===== src/rtl/fifo_demo_pkg.sv =====
// Shared types and default sizes for the dual-clock FIFO demo read side.
// Pure declarations; no latency or flow control of its own.
package fifo_demo_pkg;
  typedef enum logic [1:0] {IDLE, BURST, FLUSH} state_e;

  localparam int DATA_WIDTH_DEF  = 8;
  localparam int DEPTH_WIDTH_DEF = 8;
  localparam int BURST_LEN_DEF   = 16;
endpackage


===== src/rtl/fifo_skid_buf.sv =====
// Small circular buffer holding FIFO words between read pipeline and stream; 1-cycle push-to-head.
// No internal backpressure: the caller guarantees push never lands on a full buffer without a pop.
module fifo_skid_buf #(
  parameter int DEPTH = 4,
  parameter int WIDTH = 9
) (
  input  logic                       rd_clk,
  input  logic                       rd_rst_n,
  input  logic                       push_i,
  input  logic [WIDTH-1:0]           push_dat_i,
  input  logic                       pop_i,
  output logic [WIDTH-1:0]           head_dat_o,
  output logic [$clog2(DEPTH+1)-1:0] occ_o,
  output logic                       full_o,
  output logic                       empty_o
);
  localparam int PW = (DEPTH > 1) ? $clog2(DEPTH) : 1;
  localparam int OW = $clog2(DEPTH+1);

  logic [WIDTH-1:0] mem_q [DEPTH];
  logic [PW-1:0]    wr_ptr_q, rd_ptr_q;
  logic [OW-1:0]    occ_q;
  logic             do_pop;

  assign do_pop     = pop_i && !empty_o;
  assign empty_o    = (occ_q == '0);
  assign full_o     = (occ_q == OW'(DEPTH));
  assign occ_o      = occ_q;
  assign head_dat_o = mem_q[rd_ptr_q];

  function automatic logic [PW-1:0] ptr_inc(input logic [PW-1:0] p);
    return (p == PW'(DEPTH-1)) ? '0 : p + PW'(1);
  endfunction

  always_ff @(posedge rd_clk or negedge rd_rst_n) begin
    if (!rd_rst_n) begin
      wr_ptr_q <= '0;
      rd_ptr_q <= '0;
      occ_q    <= '0;
      for (int i = 0; i < DEPTH; i++) mem_q[i] <= '0;
    end else begin
      if (push_i) begin
        mem_q[wr_ptr_q] <= push_dat_i;
        wr_ptr_q        <= ptr_inc(wr_ptr_q);
      end
      if (do_pop) rd_ptr_q <= ptr_inc(rd_ptr_q);
      case ({push_i, do_pop})
        2'b10:   occ_q <= occ_q + OW'(1);
        2'b01:   occ_q <= occ_q - OW'(1);
        default: occ_q <= occ_q;
      endcase
    end
  end
endmodule


===== src/rtl/fifo_burst_reader.sv =====
// Drains the FIFO in BURST_LEN bursts onto a valid/ready stream and checks the incrementing pattern.
// First word RD_LATENCY+1 cycles after first rd_en; m_ready low throttles reads via skid credits.
module fifo_burst_reader
  import fifo_demo_pkg::*;
#(
  parameter int DATA_WIDTH  = DATA_WIDTH_DEF,
  parameter int DEPTH_WIDTH = DEPTH_WIDTH_DEF,
  parameter int BURST_LEN   = BURST_LEN_DEF,
  parameter int RD_LATENCY  = 2,
  parameter int SKID_DEPTH  = 4,
  parameter int CHECK_EN    = 1
) (
  input  logic                   rd_clk,
  input  logic                   rd_rst_n,
  input  logic                   enable,
  output logic                   rd_en,
  input  logic [DATA_WIDTH-1:0]  rd_data,
  input  logic                   rd_empty,
  input  logic [DEPTH_WIDTH:0]   rd_water_level,
  output logic                   m_valid,
  input  logic                   m_ready,
  output logic [DATA_WIDTH-1:0]  m_data,
  output logic                   m_last,
  output logic                   busy,
  output logic [15:0]            burst_cnt,
  output logic                   err_flag,
  output logic [15:0]            err_cnt
);
  localparam int OW = $clog2(SKID_DEPTH+1);
  localparam int CW = OW + 1;
  localparam int IW = DEPTH_WIDTH + 1;

  state_e                state_q, state_d;
  logic [IW-1:0]         issued_q, issued_d;
  logic [RD_LATENCY-1:0] pipe_vld_q, pipe_vld_d, pipe_last_q, pipe_last_d;
  logic [DATA_WIDTH-1:0] exp_q, exp_d;
  logic                  err_flag_q, err_flag_d;
  logic [15:0]           err_cnt_q, err_cnt_d, burst_cnt_q, burst_cnt_d;
  logic [CW-1:0]         inflight;
  logic [OW-1:0]         occ;
  logic                  sb_full, sb_empty, cap, rd_last;
  logic [DATA_WIDTH:0]   head;

  assign cap     = pipe_vld_q[RD_LATENCY-1];
  assign rd_last = (issued_q == IW'(BURST_LEN-1));

  always_comb begin
    inflight = '0;
    for (int i = 0; i < RD_LATENCY; i++) inflight = inflight + CW'(pipe_vld_q[i]);
  end

  always_comb begin
    state_d     = state_q;
    issued_d    = issued_q;
    burst_cnt_d = burst_cnt_q;
    rd_en       = 1'b0;
    case (state_q)
      IDLE: if (enable && !rd_empty && rd_water_level >= IW'(BURST_LEN)) begin
        state_d  = BURST;
        issued_d = '0;
      end
      BURST: begin
        // Reads in flight plus buffered words may not exceed the buffer size.
        rd_en = !rd_empty && (issued_q < IW'(BURST_LEN)) &&
                (inflight + CW'(occ) < CW'(SKID_DEPTH));
        if (rd_en) begin
          issued_d = issued_q + IW'(1);
          if (rd_last) state_d = FLUSH;
        end
      end
      FLUSH: if (inflight == '0) begin
        state_d     = IDLE;
        burst_cnt_d = burst_cnt_q + 16'd1;
      end
      default: state_d = IDLE;
    endcase
  end

  always_comb begin
    pipe_vld_d     = '0;
    pipe_last_d    = '0;
    pipe_vld_d[0]  = rd_en;
    pipe_last_d[0] = rd_en && rd_last;
    for (int i = 1; i < RD_LATENCY; i++) begin
      pipe_vld_d[i]  = pipe_vld_q[i-1];
      pipe_last_d[i] = pipe_last_q[i-1];
    end
  end

  // Expected value always follows the received word so one drop costs one error.
  always_comb begin
    exp_d      = exp_q;
    err_flag_d = err_flag_q;
    err_cnt_d  = err_cnt_q;
    if (cap) begin
      if (rd_data != exp_q) begin
        err_flag_d = 1'b1;
        if (err_cnt_q != 16'hFFFF) err_cnt_d = err_cnt_q + 16'd1;
      end
      exp_d = rd_data + DATA_WIDTH'(1);
    end
  end

  always_ff @(posedge rd_clk or negedge rd_rst_n) begin
    if (!rd_rst_n) begin
      state_q     <= IDLE;
      issued_q    <= '0;
      pipe_vld_q  <= '0;
      pipe_last_q <= '0;
      exp_q       <= '0;
      err_flag_q  <= 1'b0;
      err_cnt_q   <= '0;
      burst_cnt_q <= '0;
    end else begin
      state_q     <= state_d;
      issued_q    <= issued_d;
      pipe_vld_q  <= pipe_vld_d;
      pipe_last_q <= pipe_last_d;
      exp_q       <= exp_d;
      err_flag_q  <= err_flag_d;
      err_cnt_q   <= err_cnt_d;
      burst_cnt_q <= burst_cnt_d;
    end
  end

  always_ff @(posedge rd_clk) begin
    if (rd_rst_n) assert (!(cap && sb_full && !(m_valid && m_ready)))
      else $error("skid buffer overflow");
  end

  fifo_skid_buf #(
    .DEPTH (SKID_DEPTH),
    .WIDTH (DATA_WIDTH+1)
  ) u_skid (
    .rd_clk     (rd_clk),
    .rd_rst_n   (rd_rst_n),
    .push_i     (cap),
    .push_dat_i ({pipe_last_q[RD_LATENCY-1], rd_data}),
    .pop_i      (m_valid && m_ready),
    .head_dat_o (head),
    .occ_o      (occ),
    .full_o     (sb_full),
    .empty_o    (sb_empty)
  );

  assign m_valid   = !sb_empty;
  assign m_data    = head[DATA_WIDTH-1:0];
  assign m_last    = head[DATA_WIDTH];
  assign busy      = (state_q != IDLE);
  assign burst_cnt = burst_cnt_q;
  assign err_flag  = (CHECK_EN != 0) && err_flag_q;
  assign err_cnt   = (CHECK_EN != 0) ? err_cnt_q : 16'd0;
endmodule


===== config.mk =====
export PLATFORM = sky130hd
export DESIGN_NAME = fifo_burst_reader
export DESIGN_NICKNAME = d
export VERILOG_FILES = /design/src/rtl/fifo_demo_pkg.sv /design/src/rtl/fifo_skid_buf.sv /design/src/rtl/fifo_burst_reader.sv
export SDC_FILE = /design/constraint.sdc
export NUM_CORES = 1
export LEC_CHECK = 0
export CAP_MARGIN = 20
export CORE_ASPECT_RATIO = 0.5
export CORE_MARGIN = 5
export CORE_UTILIZATION = 46
export CTS_CLUSTER_DIAMETER = 100
export CTS_CLUSTER_SIZE = 30
export DETAILED_ROUTE_END_ITERATION = 10
export PLACE_DENSITY = 0.79
export SLEW_MARGIN = 40
export SYNTH_ARGS = -nofsm -noshare
export SYNTH_HDL_FRONTEND = slang
export SYNTH_SLANG_ARGS = --single-unit
export TNS_END_PERCENT = 1

===== constraint.sdc =====
create_clock -name rd_clk -period 3.9 [get_ports rd_clk]
set_clock_uncertainty 0.15 [all_clocks]
set_input_delay 0.39 -clock rd_clk [delete_from_list [all_inputs] [get_ports rd_clk]]
set_output_delay 0.39 -clock rd_clk [all_outputs]
set_load 0.1 [all_outputs]

## Yosys cells after proc, flatten, opt, wreduce, memory -nomap -nowiden

Index checks and enable logic that the tools add are counted.

| word-level totals | value |
|---|---|
| register bits | 99 |
| bits of input ports | 22 |
| output and inout port bits | 45 |
| logic and storage cells | 85 |

| operators by class | value |
|---|---|
| $add $sub $neg | 10 |
| magnitude comparators | 6 |
| equality and inequality tests | 13 |
| multiplexer cells | 18 |
| bitwise operators | 2 |
| reduce and logical (&&, ||, !) cells | 21 |

Operators with widths:

| kind | number |
|---|---|
| $mux W9 | 5 |
| $bwmux W36 | 1 |
| $add A16 B1 Y16 const B | 2 |
| $bmux W9 S2 | 1 |
| $demux W9 S2 | 1 |
| $pmux W9 S2 | 1 |
| $ne A16 B16 Y1 const B | 1 |
| $mux W2 | 6 |
| $add A9 B1 Y9 const B | 1 |
| $eq A9 B4 Y1 const B | 1 |
| $ge A9 B5 Y1 const B | 1 |
| $lt A9 B5 Y1 const B | 1 |
| $add A8 B1 Y8 const B | 1 |
| $eq A2 B2 Y1 const B | 4 |
| $logic_and A1 B1 Y1 | 8 |
| $ne A2 B2 Y1 const B | 4 |
| $ne A8 B8 Y1 | 1 |
| $ge A3 B3 Y1 const B | 2 |
| $not A2 Y3 | 2 |
| $pmux W2 S3 | 1 |
| $pmux W3 S2 | 1 |
| $reduce_and A3 Y1 | 2 |
| $reduce_bool A2 Y1 | 3 |
| $add A2 B1 Y2 const B | 2 |
| other kinds (14) | 17 |

## Longest topological paths before layout

Gate-level depths: netlist of the first run.

| logic depth | value |
|---|---|
| depth after elaboration | 6 |
| gate-level depth with buffers | 9 |

## By module

A second synthesis of the first run with hierarchy kept.

| second synthesis, totals | value |
|---|---|
| cells, all modules | 372 |
| area, all modules | 4644.5 um2 |

Modules (own cells, without submodules):

| module | times used | cells each | area each (um2) | seq. area each (um2) |
|---|---|---|---|---|
| fifo_burst_reader | 1 | 248 | 2670.1 | 1401.3 |
| fifo_skid_buf | 1 | 124 | 1974.4 | 1076.0 |

## Least setup slack after synthesis of the first run

No wires, ideal clock.

| timing | value |
|---|---|
| path type | register to register |
| start point | register u_skid.occ_q[0] (netlist: u_skid.occ_o[0]) |
| end point | register u_skid.occ_q[2] (netlist: u_skid.occ_o[2]) |
| setup time | 0.079 ns |
| arrival | 2.373 ns |
| data required time | 3.671 ns |
| setup slack | 1.298 ns |
| stages on the path, launching flop included | 10 |
| buffers on the path | 0 |
| cells stage by stage | dfrtp_1 or3_1 nand2_1 inv_1 ha_1 inv_1 fa_1 xor2_1 nor2_1 xor2_1 |

| between the ends | value |
|---|---|
| word-level cells in the longest chain between the ends | 6 |
| elaborated cells on any way between the ends | 10 |
| classes of those cells | add/sub: 2; eq/ne: 2; mux: 1; reduce/logical: 5 |

RTL lines:

| what | line | text |
|---|---|---|
| start: declaration | fifo_skid_buf.sv:22 | `logic [OW-1:0] occ_q;` |
| start signal: assignment | fifo_skid_buf.sv:48 | `2'b10: occ_q <= occ_q + OW'(1);` |
| start signal: assignment | fifo_skid_buf.sv:49 | `2'b01: occ_q <= occ_q - OW'(1);` |
| start signal: assignment | fifo_skid_buf.sv:50 | `default: occ_q <= occ_q;` |
| $logic_not A3 Y1 * | fifo_skid_buf.sv:26 | `assign empty_o = (occ_q == '0);` |
| $logic_not A1 Y1 * | fifo_burst_reader.sv:146 | `assign m_valid = !sb_empty;` |
| named net m_valid | fifo_burst_reader.sv:20 | `output logic m_valid,` |
| $logic_and A1 B1 Y1 | fifo_burst_reader.sv:139 | `.pop_i (m_valid && m_ready),` |
| $logic_and A1 B1 Y1 * | fifo_skid_buf.sv:25 | `assign do_pop = pop_i && !empty_o;` |
| $eq A2 B1 Y1 or $eq A2 B2 Y1 (tied branches) | fifo_skid_buf.sv:47 | `case ({push_i, do_pop})` |
| $pmux W3 S2 or $reduce_bool A2 Y1 (tied branches) | n/a |  |

The timed path passes the listed nets; every way through them passes the cells marked *.
A chain may end at the register's enable or synchronous reset.

## Worst setup path in the final report of the first run

| timing | value |
|---|---|
| start point | register pipe_vld_q[0] |
| end point | output port rd_en |

| between the ends | value |
|---|---|
| word-level cells in the longest chain between the ends | 5 |

RTL lines:

| what | line | text |
|---|---|---|
| start: declaration | fifo_burst_reader.sv:35 | `logic [RD_LATENCY-1:0] pipe_vld_q, pipe_vld_d, pipe_last_q, pipe_last_d;` |
| start signal: assignment | fifo_burst_reader.sv:117 | `pipe_vld_q <= pipe_vld_d;` |
| $add A1 B1 Y2 | fifo_burst_reader.sv:49 | `for (int i = 0; i < RD_LATENCY; i++) inflight = inflight + CW'(pipe_vld_q[i]);` |
| $add A2 B3 Y4 | fifo_burst_reader.sv:65 | `(inflight + CW'(occ) < CW'(SKID_DEPTH));` |
| $lt A4 B3 Y1 | fifo_burst_reader.sv:65 |  |
| $logic_and A1 B1 Y1 | fifo_burst_reader.sv:64 | `rd_en = !rd_empty && (issued_q < IW'(BURST_LEN)) &&` |
| $mux W1 | fifo_burst_reader.sv:57 | `case (state_q)` |
| end: declaration | fifo_burst_reader.sv:16 | `output logic rd_en,` |

No other way between the ends.

==> results.md, run 1 <==
- The flow ran to the end, and the final reports show no timing, DRC or antenna violations.
- The power density of the placed cells is about 820 mW/mm2.
- Entering global routing, the biggest net connects between 60 and 70 pins.
- The register-to-register setup slack is 1.45 ns.
- On the worst path, the slowest cell contributes a delay of 0.40 ns.
- For this run, the post-layout net count is around 470.
- Registers are responsible for 36.3% of the overall power.
- The gate family responsible for the most delay along the worst path is simple AND/OR/NAND/NOR gates.
- After detailed placement, the design holds a cell count of 559.
- Timing would allow up to 360 MHz.
- Setup violations remaining at the end of the flow were counted as 0.
- The die covers between 0.01 and 0.015 mm2.
- In this run the worst setup path terminates at rd_en.
- In this run the worst setup path begins at pipe_vld_q[0].
- After legalization and detailed placement, the total HPWL measured approximately 6000 um.
- The worst-case headroom to the max-slew limit is 54.8%.
- The floorplan has 25 rows.
- The number of cells on the critical path is 6.
- The leftover overflow at the end of global routing is 0.
- The number of filler cells placed in the layout is 841.
- TritonCTS built the clock tree.
- The routed length per placed instance is 14.6 um.
- The clock latency reported for the late side of the worst-skew pair is 0.34 ns.
- The number of hold-slack violations in the final timing report is 0.
- The Yosys step of the flow raised 0 warnings.
- Gates resized during post-CTS repair numbered 0.
- Across the VDD grid, the largest voltage drop is ~0.5 mV.
- The cell repeated most along the worst path is ha_1.
- The deepest level of the CTS H-tree is 3.
- The end of the worst register-to-register path is burst_cnt[9].
- For this run, the leading register cell type out of synthesis is dfrtp_1.
- The core region is 0.00957 mm2.
- The global-route wire length before repair is 14800 um.
- The die is 151 um wide.
- The count of unique library cells instantiated by Yosys is 41.
- The ratio of routed vias to standard cells is about 5.
- The buffers plus inverters on the worst setup path is 2.
- Yosys attributes the largest share of cell area to dfrtp_1 54%, mux2_2 9.8%, xor2_1 4.6%, mux4_2 4.4%, xnor2_1 4.0%.
- The net count after synthesis is 406.
- The largest driver fanout on the critical path is 6.
- Setup repair after global routing left no endpoint under its margin.
- The weighted congestion at the end of routability-driven global placement is 0.748.
- The startpoint identified for the worst register-to-register timing path is pipe_vld_q[1].
- The detailed router finished its first iteration with 140 violations.
- In this run, CTS created clock tree buffers numbering 9.
- STA puts the critical path data arrival time at 2.24 ns.
- The share of flip-flops with an asynchronous set or reset is 100%.
- The area share of the largest cell type after synthesis is between 50% and 60%.
- The clock-pin transition on the worst setup and hold timing paths is approximately 0.060 ns.
- The worst setup slack before clock tree synthesis is ~1.2 ns.
- The buffers inserted during post-CTS setup optimization is 0.
- Among all stages on the critical path, the largest delay is contributed by dfrtp_1.
- The mean area per synthesized cell is roughly 12 um2.
- For this block, the routed nets add up to 8390 um of wire.
- The cell sitting at the root of the clock tree is a clkbuf_16.
- Input and output buffers added on the ports amount to 62.
- The clock passes through at most 2 buffers.
- The worst hold path class is register to register.
- The switching share of power is a little over two fifths.
- The top-level port count is 67.
- In this run the vertical extent of the chip is 80.6 um.
- Excluding fillers, the count of instances in the completed layout stands at between 500 and 600.
- The routed design could run at a clock period as short as ~2.8 ns.
- The required time of the critical path is between 3 and 4 ns.
- The switching component of the power is a little under 2 mW.
- For this run, design rule violations remaining after detail routing come to 0.
- The least setup slack across all paths after layout is 1.12 ns.
- The summed instance area of the synthesized netlist is 0.00458 mm2.
- The worst hold path passes through 0 cells.
- The clock net sink count is 99.
- The share of cells above drive strength 1 is 27.5%.
- The area growth from synthesis to layout is 18.1%.
- The internal portion of the total power is 2.49 mW.
- The max-slew violation total from the final report came to 0.
- The critical path in this run is classified as register to primary output.
- The worst path uses 71.3% of the clock period.
- The number of detailed-route iterations in the first pass is 4.
- The number of antenna violations at the first check in global routing is 0.
- The number of global-route vias before repair is approximately 3k.
- The sequential area share after synthesis is 54.1%.
- The via count is between 2k and 3k.
- The number of instances in the synthesized netlist is 370.
- The part of the power in the clock network is around 20%.
- dfrtp_1 takes more of the synthesized area than any other cell.
- For the worst flop-to-flop path, the logic depth is 8.
- The remaining number of nets flagged by the antenna check after routing is 0.
- Combinational logic is responsible for 43.9% of the overall power.
- At the pin with the least slew margin, the transition time is 0.678 ns.
- The number of enable flip-flop cells after synthesis is 0.
- The number of hold-repair buffers added at the cts stage is 1.
- Across the run, the number of max-cap violations was 0.
- The register bit count reported by yosys is 99.
- The initial cell density of the core is 47.9%.
- For the final routed database, the setup TNS stands at 0 ns.
- STA classifies the critical path endpoint as a primary output.
- The global-route usage over all layers is around 16%.
- The leakage power total is approximately 2.5 nW.
- The critical path goes through ha_1 -> ha_1 -> nor4_1 -> nand4_1 -> inv_1 -> buf_4.
- The count of antenna diodes in the layout is 0.
- STA classifies the critical path startpoint as a register.
==> kinds of logic (layout without fill, tap and decap cells) <==
family | count (synthesis) | in the layout | synth area share, %
xor+xnor | 45 | 45 | 8.60
buf+inv | 24 | 94 | 2.49
fa+ha+maj | 14 | 14 | 3.99
flops | 99 | 99 | 54.1
compound gates | 22 | 22 | 2.92
mux | 51 | 51 | 14.8
simple gates | 115 | 115 | 13.1
==> flip-flops by register name, indices dropped and copies added (netlist names), 3 cells and up <==
register,count
u_skid.mem_q,36
exp_q,8
burst_cnt,16
err_cnt,16
u_skid.occ_o,3
issued_q,9
==> cell usage after synthesis (4+ instances only) <==
cell     count
a21oi_1      9
and2_1       4
and3_1       7
buf_2        4
dfrtp_1     99
ha_1        13
inv_1       13
mux2_2      40
mux4_2       9
nand2_1     27
nand3_1     18
nand4_1      4
nor2_1      17
nor3_1      12
nor4_1       6
o21ai_0      5
or2_2        4
xnor2_1     21
xor2_1      24
==> layout make-up <==
cell class	instances	area (um2)	area share, %
Sequential cell	99	2480	45.8
Multi-Input combinational cell	247	1990	36.8
Timing Repair Buffer	66	432	7.98
Clock buffer	13	260	4.81
Tap cell	135	169	3.12
Inverter	13	48.8	0.902
Clock inverter	2	35.0	0.647
==> through the flow <==
step | hold WS (ns) | total power [mW] | instance area [um2] | utilization [%]
floorplan | -0.0556 | 3.25 | 4580 | -
global placement | 0.184 | 3.63 | 5320 | 55.6
detailed placement | 0.190 | 3.58 | 5100 | 53.3
CTS | 0.203 | 4.47 | 5410 | 56.5
global route | 0.209 | 4.68 | 5410 | 56.5
finish | 0.196 | 4.41 | 5410 | 56.5
==> power groups by stage <==
| stage | clock network [mW] | registers (mW) | logic [mW] |
|---|---|---|---|
| 2_1_floorplan | 0 | 1.68 | 1.57 |
| 3_3_place_gp | 0 | 1.60 | 2.03 |
| 3_5_place_dp | 0 | 1.62 | 1.96 |
| 4_1_cts | 0.901 | 1.61 | 1.96 |
| 5_1_grt | 0.951 | 1.65 | 2.08 |
| 6_report | 0.876 | 1.60 | 1.94 |
==> worst min-delay path by stage <==
stage | slack (ns) | from | end
6_report | 0.20 | pipe_last_q[0] | pipe_last_q[1]
5_1_grt | 0.21 | pipe_last_q[0] | pipe_last_q[1]
4_1_cts | 0.20 | pipe_last_q[0] | pipe_last_q[1]
3_5_place_dp | 0.19 | pipe_last_q[0] | pipe_last_q[1]
3_3_place_gp | 0.18 | pipe_last_q[0] | pipe_last_q[1]
2_1_floorplan | -0.06 | rd_rst_n | burst_cnt[0]
==> metal layers <==
layer  routed length [um]  track usage [%]  vias to the layer above
met5                    0                0                        -
met1                 3830             20.2                     1473
li1                     -                -                     1424
met4                  133             5.70                        0
met2                 4070             25.5                       40
met3                  351             4.28                       12
==> worst register-to-register path, stage by stage (launching register included) <==
cell	delay (ns)
dfrtp_1	0.38
buf_4	0.21
inv_1	0.17
ha_1	0.23
nand4b_1	0.16
nor3_1	0.37
nand4_1	0.20
or2_2	0.34
xnor2_1	0.12
==> cell usage in the layout, fill, tap and decap left out, types with 6 or more instances in the layout <==
master           instances
a21oi_1                  9
and3_1                   7
buf_2                   44
clkbuf_16                9
clkdlybuf4s50_1         16
dfrtp_1                 99
ha_1                    13
inv_1                   13
mux2_2                  40
mux4_2                   9
nand2_1                 27
nand3_1                 18
nor2_1                  17
nor3_1                  12
nor4_1                   6
xnor2_1                 21
xor2_1                  24
Note: power is estimated with default switching activity, not from simulation.
==> inputs of run 2 (changes only) <==
- PLACE_DENSITY: 0.79 -> 0.82
- clock period: 3.9 -> 2.3 ns (I/O delays scaled with it)
==> run 2 against run 1 <==
Total power grew 89%; worst setup slack got worse by 1.0 ns; sequential cell count did not move; routed wire length is 8.6% higher; largest power group unchanged; highest routed layer unchanged.
==> results.md, run 2 (same netlist as run 1, synthesis figures left out) <==
- The leftover overflow at the end of global routing is 0 (unchanged).
- The sequential group share of total power is 32.4% (-3.9 points).
- The DRC violation count after routing came to 0 (unchanged).
- The total of buffers placed on input and output ports came to 62 (unchanged).
- STA classifies the critical path startpoint as a register.
- Leaving out fill and tap cells, the most frequent cell in the layout is dfrtp_1.
- The clock root buffer is clkbuf_16.
- The count of antenna diodes in the layout is 0 (unchanged).
- The number of buffers created by CTS was 9 (unchanged).
- The share of the clock period used by the worst path after layout is 94.9%.
- The top-level port count came to 67 (unchanged).
- The height of the die is 80.6 um (unchanged).
- The number of filler cells placed in the layout is 766 (-8.9%).
- The area after detailed placement was 0.00548 mm2 (+7.4%).
- The remaining number of nets flagged by the antenna check after routing is 0 (unchanged).
- The clock latency reported for the late side of the worst-skew pair came to 0.34 ns (about the same).
- The clock net sink count is 99 (unchanged).
- Timing would allow up to ~460 MHz.
- The largest net degree at the start of global routing is 47 (-23%).
- The register with the highest flop count is u_skid.mem_q.
- The required time of the critical path came to 1.92 ns (-1.44 ns).
- The via count is 3077 (+4.3%).
- The area growth from synthesis to layout is 27.2%.
- On the critical path, the stage with the largest delay is an instance of dfrtp_1.
- The number of hold-slack violations in the final timing report is 0 (unchanged).
- The count of endpoints failing setup in the final report came to 0 (unchanged).
- The part of the power in the clock network came to 19.1% (-0.7 points).
- Setup repair after global routing could not meet its margin everywhere.
- The site row count is 25 (unchanged).
- The worst voltage drop across the vdd grid came to 0.834 mV (+62%).
- The global-route wire length before repair came to 15700 um (+5.8%).
- The detailed placer's ending HPWL is 6580 um (+10%).
- The flow ran to the end, and the final reports show no timing, DRC or antenna violations.
- The switching share of power is 41.6% (-2.1 points).
- The final net count is 487 (+3.2%).
- The post-layout minimum cycle time is 2.18 ns.
- The CTS tree is built.
- The clock-pin transition on the worst setup and hold timing paths is 0.07 ns (about the same).
- The global-route usage over all layers is 16.5% (+0.85 points).
- The pin slew with the least headroom to its limit was 0.600 ns (-0.0777 ns).
- The routed length per placed instance is 15.4 um (+5.6%).
- The largest driver fanout on the critical path came to 3 (-3).
- The initial cell density of the core came to 47.9% (unchanged).
- The most numerous cell type found on the critical path is ha_1.
- The portion of total power attributed to combinational logic is 48.5% (+4.6 points).
- The leakage power total is 2.66 nW (+5.1%).
- The overall die width is 151 um (unchanged).
- The worst-case headroom to the max-slew limit is 60.0% (+5.2 points).
- The area of the placeable core is 0.00957 mm2 (unchanged).
- The worst hold path belongs to the class register to register.
- The max-capacitance violation count is 0 (unchanged).
- The sort of element at the end of the critical path is a primary output.
- The number of flip-flops in the largest register is 36 (unchanged).
- The maximum root-to-sink buffer count is 2 (unchanged).
- The die area is 0.0122 mm2 (unchanged).
- The final instance area is 0.00583 mm2 (+7.7%).
- Walking the worst path, the cells encountered are ha_1 -> ha_1 -> nor4_2 -> nand4_1 -> inv_2 -> buf_12.
- The number of antenna violations at the first check in global routing is 0 (unchanged).
- The aggregate negative setup slack is 0 ns (unchanged).
- The final routed wirelength across all metal layers is 9110 um (+8.6%).
- The power density of the placed cells is 1430 mW/mm2 (+75%).
- The critical path is of the register to primary output type.
- The largest stage delay on the critical path is 0.41 ns (about the same).
- The share of cells above drive strength 1 came to 32.7% (+5.2 points).
- The max-slew violation total from the final report is 0 (unchanged).
- The number of global-route vias before repair came to 3220 (+5.2%).
- The ratio of routed vias to standard cells was 5.21 (+1.5%).
- The weighted congestion at the end of routability-driven global placement was 0.796 (+6.4%).
- The signal arrival time at the worst endpoint is 1.80 ns (-0.44 ns).
- The number of DRC markers in iteration 0 is 168 (+20%).
- The deepest level of the CTS H-tree is 3 (unchanged).
- The number of detailed-route iterations in the first pass was 4 (unchanged).
- The switching component of the power was 3.46 mW (+79%).
- The cell-internal power is 4.87 mW (+96%).
- In the layout the commonest cells are 92 x dfrtp_1, 52 x buf_4, 40 x mux2_2.
==> run 2: layout make-up <==
type | count | area, um2 | share of cell area (%)
clock buffers | 10 | 229 | 3.93
clock inverters | 6 | 88.8 | 1.52
inverters | 13 | 48.8 | 0.837
multi-input cells | 247 | 2010 | 34.4
flip-flops and latches | 99 | 2490 | 42.7
well taps | 135 | 169 | 2.90
repair buffers | 81 | 801 | 13.7
==> run 2: critical path, delay by kind of cell, from the launching register on <==
| family | cells | cell delay, ns |
|---|---|---|
| adder cells (fa/ha/maj) | 2 | 0.40 |
| AND/OR/NAND/NOR | 2 | 0.36 |
| buffers and inverters | 2 | 0.30 |
| flip-flops | 1 | 0.41 |
==> run 2: stage by stage <==
step | setup WS [ns] | util, % | power (mW) | cells | hold slack [ns]
after CTS | 0.101 | 60.8 | 8.39 | 591 | 0.198
after global placement | 0.213 | 57.3 | 6.67 | 573 | 0.130
after detailed placement | 0.188 | 57.3 | 6.78 | 573 | 0.129
after global routing | -0.0159 | 60.9 | 8.75 | 591 | 0.225
final | 0.117 | 60.9 | 8.33 | 591 | 0.193
after floorplan | -0.112 | - | 5.52 | 370 | -0.216
==> run 2: path summary, 6_finish.rpt <==
| check | depth (start not counted) | end | startpoint | slack [ns] |
|---|---|---|---|---|
| worst max register to register | 9 | u_skid.occ_o[2] | u_skid.occ_o[0] | 0.21 |
| min in group asynchronous | 2 | issued_q[8] | rd_rst_n | 0.29 |
| worst min register to register | 0 | pipe_last_q[1] | pipe_last_q[0] | 0.19 |
| worst min-delay path | 0 | pipe_last_q[1] | pipe_last_q[0] | 0.19 |
| max in group asynchronous | 3 | err_cnt[13] | rd_rst_n | 1.08 |
| worst max-delay path | 6 | rd_en | pipe_vld_q[0] | 0.12 |
==> run 2: power groups by stage <==
stage / clock network (mW) / registers (mW) / logic (mW)
final: 1.59 / 2.70 / 4.04
after global routing: 1.71 / 2.76 / 4.28
after CTS: 1.61 / 2.70 / 4.08
after detailed placement: 0 / 2.72 / 4.06
after global placement: 0 / 2.68 / 3.99
after floorplan: 0 / 2.86 / 2.66
==> run 2: timing repair <==
item | CTS | global route
endpoints found under the hold margin | 44 | 0
endpoints found under the setup margin | 1 | 3
hold buffers | 1 | 0
cloned | 0 | 0
pin swaps | 1 | 0
resized for setup | 2 | 1
setup buffers | 1 | 0
==> run 2: routing by layer <==
layer | routed length [um] | GRT usage (%)
met1 | 4070 | 21.0
met2 | 4570 | 27.6
met3 | 369 | 5.64
met4 | 93 | 3.62
met5 | 0 | 0
==> RTL edit 1 (flow settings as in run 1) <==
Change the parameter `CHECK_EN` from 1 to 0.
--- a/src/rtl/fifo_burst_reader.sv
+++ b/src/rtl/fifo_burst_reader.sv
@@ -10,3 +10,3 @@
   parameter int SKID_DEPTH  = 4,
-  parameter int CHECK_EN    = 1
+  parameter int CHECK_EN    = 0
 ) (
Behaviour: not the same (Yosys sat finds a counterexample within 10 cycles, from zero or initial values and one cycle with rd_rst_n low).
==> RTL edit 1 against run 1 <==
Fmax fell by 7.4%. Via count fell by 27%. Area after synthesis fell by 24%. Sequential cell count fell by 25. Die area fell by 22%. Design area fell by 24%. Power fell by 18%. Worst setup slack got worse by 220 ps. Wire length fell by 25%.
==> RTL edit 1: results (changes against run 1) <==
stage	metric	value	unit	change
place	IO buf count	45		-27%
pwr	NetSw	1.65	mW	-15%
logic_synthesis	post-synthesis sequential area ratio	0.530		-0.0109
logic_synthesis	Post-Syn Instances	265		-28%
route	via count	2154		-27%
cells_and_area	flip-flop and latch area	0.00185	mm2	-25%
worst_setup_path	Reg2Reg Depth	6		-2
worst_setup_path	end of the worst register-to-register path	burst_cnt[13]		
pwr	P_leak	1.95	nW	-23%
die	die span in x	133	um	-12%
route	DRT Pass-1 Iters	7		+3
pwr	Comb power	1.67	mW	-14%
global_routing	met1 GRT Util	0.165		-0.0372
route	DR iter-0 viols	87		-38%
global_routing	met3 usage	0.0582		+0.0154
pwr	P_clk	736	uW	-16%
route	total wire length	6280	um	-25%
place	routability cong.	0.825		+10%
cells_and_area	Layout Utilization	0.560		-0.00543
cells_and_area	multi-input gates	171		-31%
run_status	outcome	finished clean		
logic_synthesis	share of synthesized area spent on multiplexers	0.183		+0.0353
place	DP HPWL	4480	um	-25%
cells_and_area	Plain + repair buffers	47		-29%
worst_setup_path	WP data arrival	2460	ps	+220 ps
global_routing	total global-route track usage	0.147		-0.00993
pwr	worst vdd ir	0.000455	V	-12%
route	Routed WL per cell	15.0	um	+3.0%
logic_synthesis	most frequent cells after synthesis	dfrtp_1 (74), mux2_2 (38), buf_4 (18)		
timing	hold_ws	202	ps	+6.31 ps
timing	worst slew pin tran	672	ps	-5.71 ps
worst_setup_path	maximum fanout along the worst path	9		+3
cells_and_area	Clock Network Area Fraction	0.0645		+0.00989
global_routing	first-pass GRT wire length	11000	um	-26%
worst_setup_path	Crit path largest cell delay	460	ps	+60 ps
worst_setup_path	Critical Path Source	pipe_vld_q[1]		
global_routing	met2 GRT Util	0.255		+0.000276
place	worst slack at placement	1270	ps	+20.0 ps
route	wire length on met2	3160	um	-22%
global_routing	vias in the first global route	2346		-23%
logic_synthesis	XOR/XNOR share of the synthesized area	0.0451		-0.0409
logic_synthesis	adder-cell share of the synthesized area	0.0451		+0.00523
cells_and_area	Seq Cell Count	74		-25%
logic_synthesis	Cell variety after synth	45		+9.8%
worst_setup_path	r2r setup slk	1730	ps	+280 ps
cells_and_area	share of cells above drive strength 1	0.311		+0.0356
## RTL edit 1: changes by cell type in the layout (fill, tap and decap cells not counted), sizes merged, moves of 5 or more
cell	change
dfrtp	-25
buf	-19
conb	+17
xor2	-16
nand2	-15
nand3	-14
xnor2	-11
a21oi	-9
nor2	-9
nor4	-6
and3	-5
## RTL edit 1: worst register-to-register path, cell delays in order, from the launching register on
cell	delay [ps]
dfrtp_1	460
inv_1	140
ha_1	200
and3b_1	410
nand4_1	280
nor3_1	270
xor2_1	170
## RTL edit 1: kinds of logic (layout without fill, tap and decap cells)
logic type	count (synthesis)	after routing
AO/OA/AOI/OAI	15	15
XOR/XNOR	18	18
adder cells (fa/ha/maj)	12	12
buffers and inverters	36	77
flip-flops	74	74
multiplexers	48	48
other	1	17
AND/OR/NAND/NOR	61	61
## RTL edit 1: repair_timing
action | CTS | global route
resized for setup | 0 | 0
buffers inserted | 0 | 0
hold endpoints to repair | 46 | 0
hold buffers | 1 | 0
endpoints found under the setup margin | 0 | 0
==> RTL edit 2 (settings of run 1) <==
Without the edit above. Register the outputs `err_flag` and `err_cnt`; this adds one clock of latency there. The other outputs are not delayed to match.
--- a/src/rtl/fifo_burst_reader.sv
+++ b/src/rtl/fifo_burst_reader.sv
@@ -150,4 +150,6 @@
   assign burst_cnt = burst_cnt_q;
-  assign err_flag  = (CHECK_EN != 0) && err_flag_q;
-  assign err_cnt   = (CHECK_EN != 0) ? err_cnt_q : 16'd0;
+  always_ff @(posedge rd_clk) begin
+    err_flag <= (CHECK_EN != 0) && err_flag_q;
+    err_cnt  <= (CHECK_EN != 0) ? err_cnt_q : 16'd0;
+  end
 endmodule
Function: changed (a bounded check fails within 10 cycles, from zero or initial values and one cycle with rd_rst_n low).
==> RTL edit 2 against run 1 <==
Wire length grew 15%. Sequential cell count rose by 17. Cell count up 6.1%. Power is 23% higher. Critical path depth is the same. Clock power up 95%. First-iteration DRC count is 0.71% lower. Fmax decreased by 5.4%. Hold slack worse by 2.9 ps. Area after synthesis rose by 7.9%. Count of clock-buffer cells in the layout is 16 higher. Worst setup slack got worse by 160 ps. Design area increased by 14%. Largest cell class unchanged.
==> RTL edit 2: results (changes against run 1) <==
stage	metric	value	unit	change
run_status	outcome	finished clean		
route	total wire length	9680	um	+15%
worst_setup_path	end of the worst register-to-register path	err_cnt_q[1]		
place	Inst Count DP	577		+3.2%
pwr	Seq pwr share	0.331		-0.032
cells_and_area	design area	0.00617	mm2	+14%
pwr	Logic pwr share	0.355		-0.084
route	via count	3149		+6.8%
worst_setup_path	Reg2Reg Depth	5		-3
pwr	sw frac	0.392		-0.0449
logic_synthesis	post-synthesis sequential area ratio	0.570		+0.0293
cells_and_area	Layout fillers	831		-1.2%
logic_synthesis	Post-Syn Instances	382		+3.2%
worst_setup_path	FF-to-FF Start	err_cnt_q[0]		
pwr	NetSw	2.13	mW	+11%
place	routability cong.	0.832		+11%
global_routing	first-pass GRT wire length	16800	um	+13%
worst_setup_path	r2r setup slk	1470	ps	+20 ps
logic_synthesis	top post-synthesis cells by area	dfrtp_1 (50%), mux2_2 (9.3%), dfxtp_1 (6.9%), xnor2_1 (4.3%), mux4_2 (4.1%)		
pwr	P_leak	2.88	nW	+14%
route	Routed WL per cell	15.9	um	+8.7%
cts	Skew-Pair Late Insertion Delay	400	ps	+60 ps
place	Cell Area, Placed	0.00548	mm2	+7.4%
pwr	worst vdd ir	0.000394	V	-24%
logic_synthesis	Cell variety after synth	48		+17%
place	DP HPWL	6320	um	+5.7%
cts	htree depth	4		+1
## RTL edit 2: cell types whose count changed in the layout (fill, tap and decap cells not counted), moves of 4 or more
| cell | delta |
|---|---|
| dfxtp_1 | +17 |
| or2_2 | -4 |
| nand3_1 | -5 |
| clkbuf_16 | +15 |
| nor3_1 | -4 |
## RTL edit 2: kinds of logic (layout without fill, tap and decap cells)
| logic type | Yosys count | count (layout) | share of synthesized area |
|---|---|---|---|
| xor gates and xnor gates | 45 | 45 | 0.0797 |
| adders and majority gates | 14 | 14 | 0.0370 |
| buffers and inverters | 27 | 115 | 0.0248 |
| AOI/OAI and AO/OA | 22 | 22 | 0.0289 |
| DFF | 116 | 116 | 0.570 |
| and+or+nand+nor | 106 | 106 | 0.121 |
| muxes | 52 | 52 | 0.139 |
## RTL edit 2: timing repair
item                                   4_1_cts  5_1_grt
gates resized for setup                      0        0
endpoints found under the hold margin       43        0
hold buffers                                 1        0
## RTL edit 2: area by class of cell
type	count	area share
inverters	16	0.00973
clock inverters	3	0.00649
flip-flops and latches	116	0.457
clock buffers	29	0.104
multi-input cells	239	0.324
repair buffers	67	0.0706
well taps	140	0.0284
## RTL edit 2: per-layer routing
| metal | track usage | part of all wire |
|---|---|---|
| met5 | 0 | 0 |
| met4 | 0.0512 | 0.011 |
| met3 | 0.0535 | 0.044 |
| met2 | 0.262 | 0.48 |
| met1 | 0.206 | 0.46 |
## RTL edit 2: critical path, delay by kind of cell, from the launching register on
family / cells / cell delay, ps
DFF: 1 / 390
and+or+nand+nor: 2 / 680
buffers and inverters: 2 / 550
adders and majority gates: 2 / 380
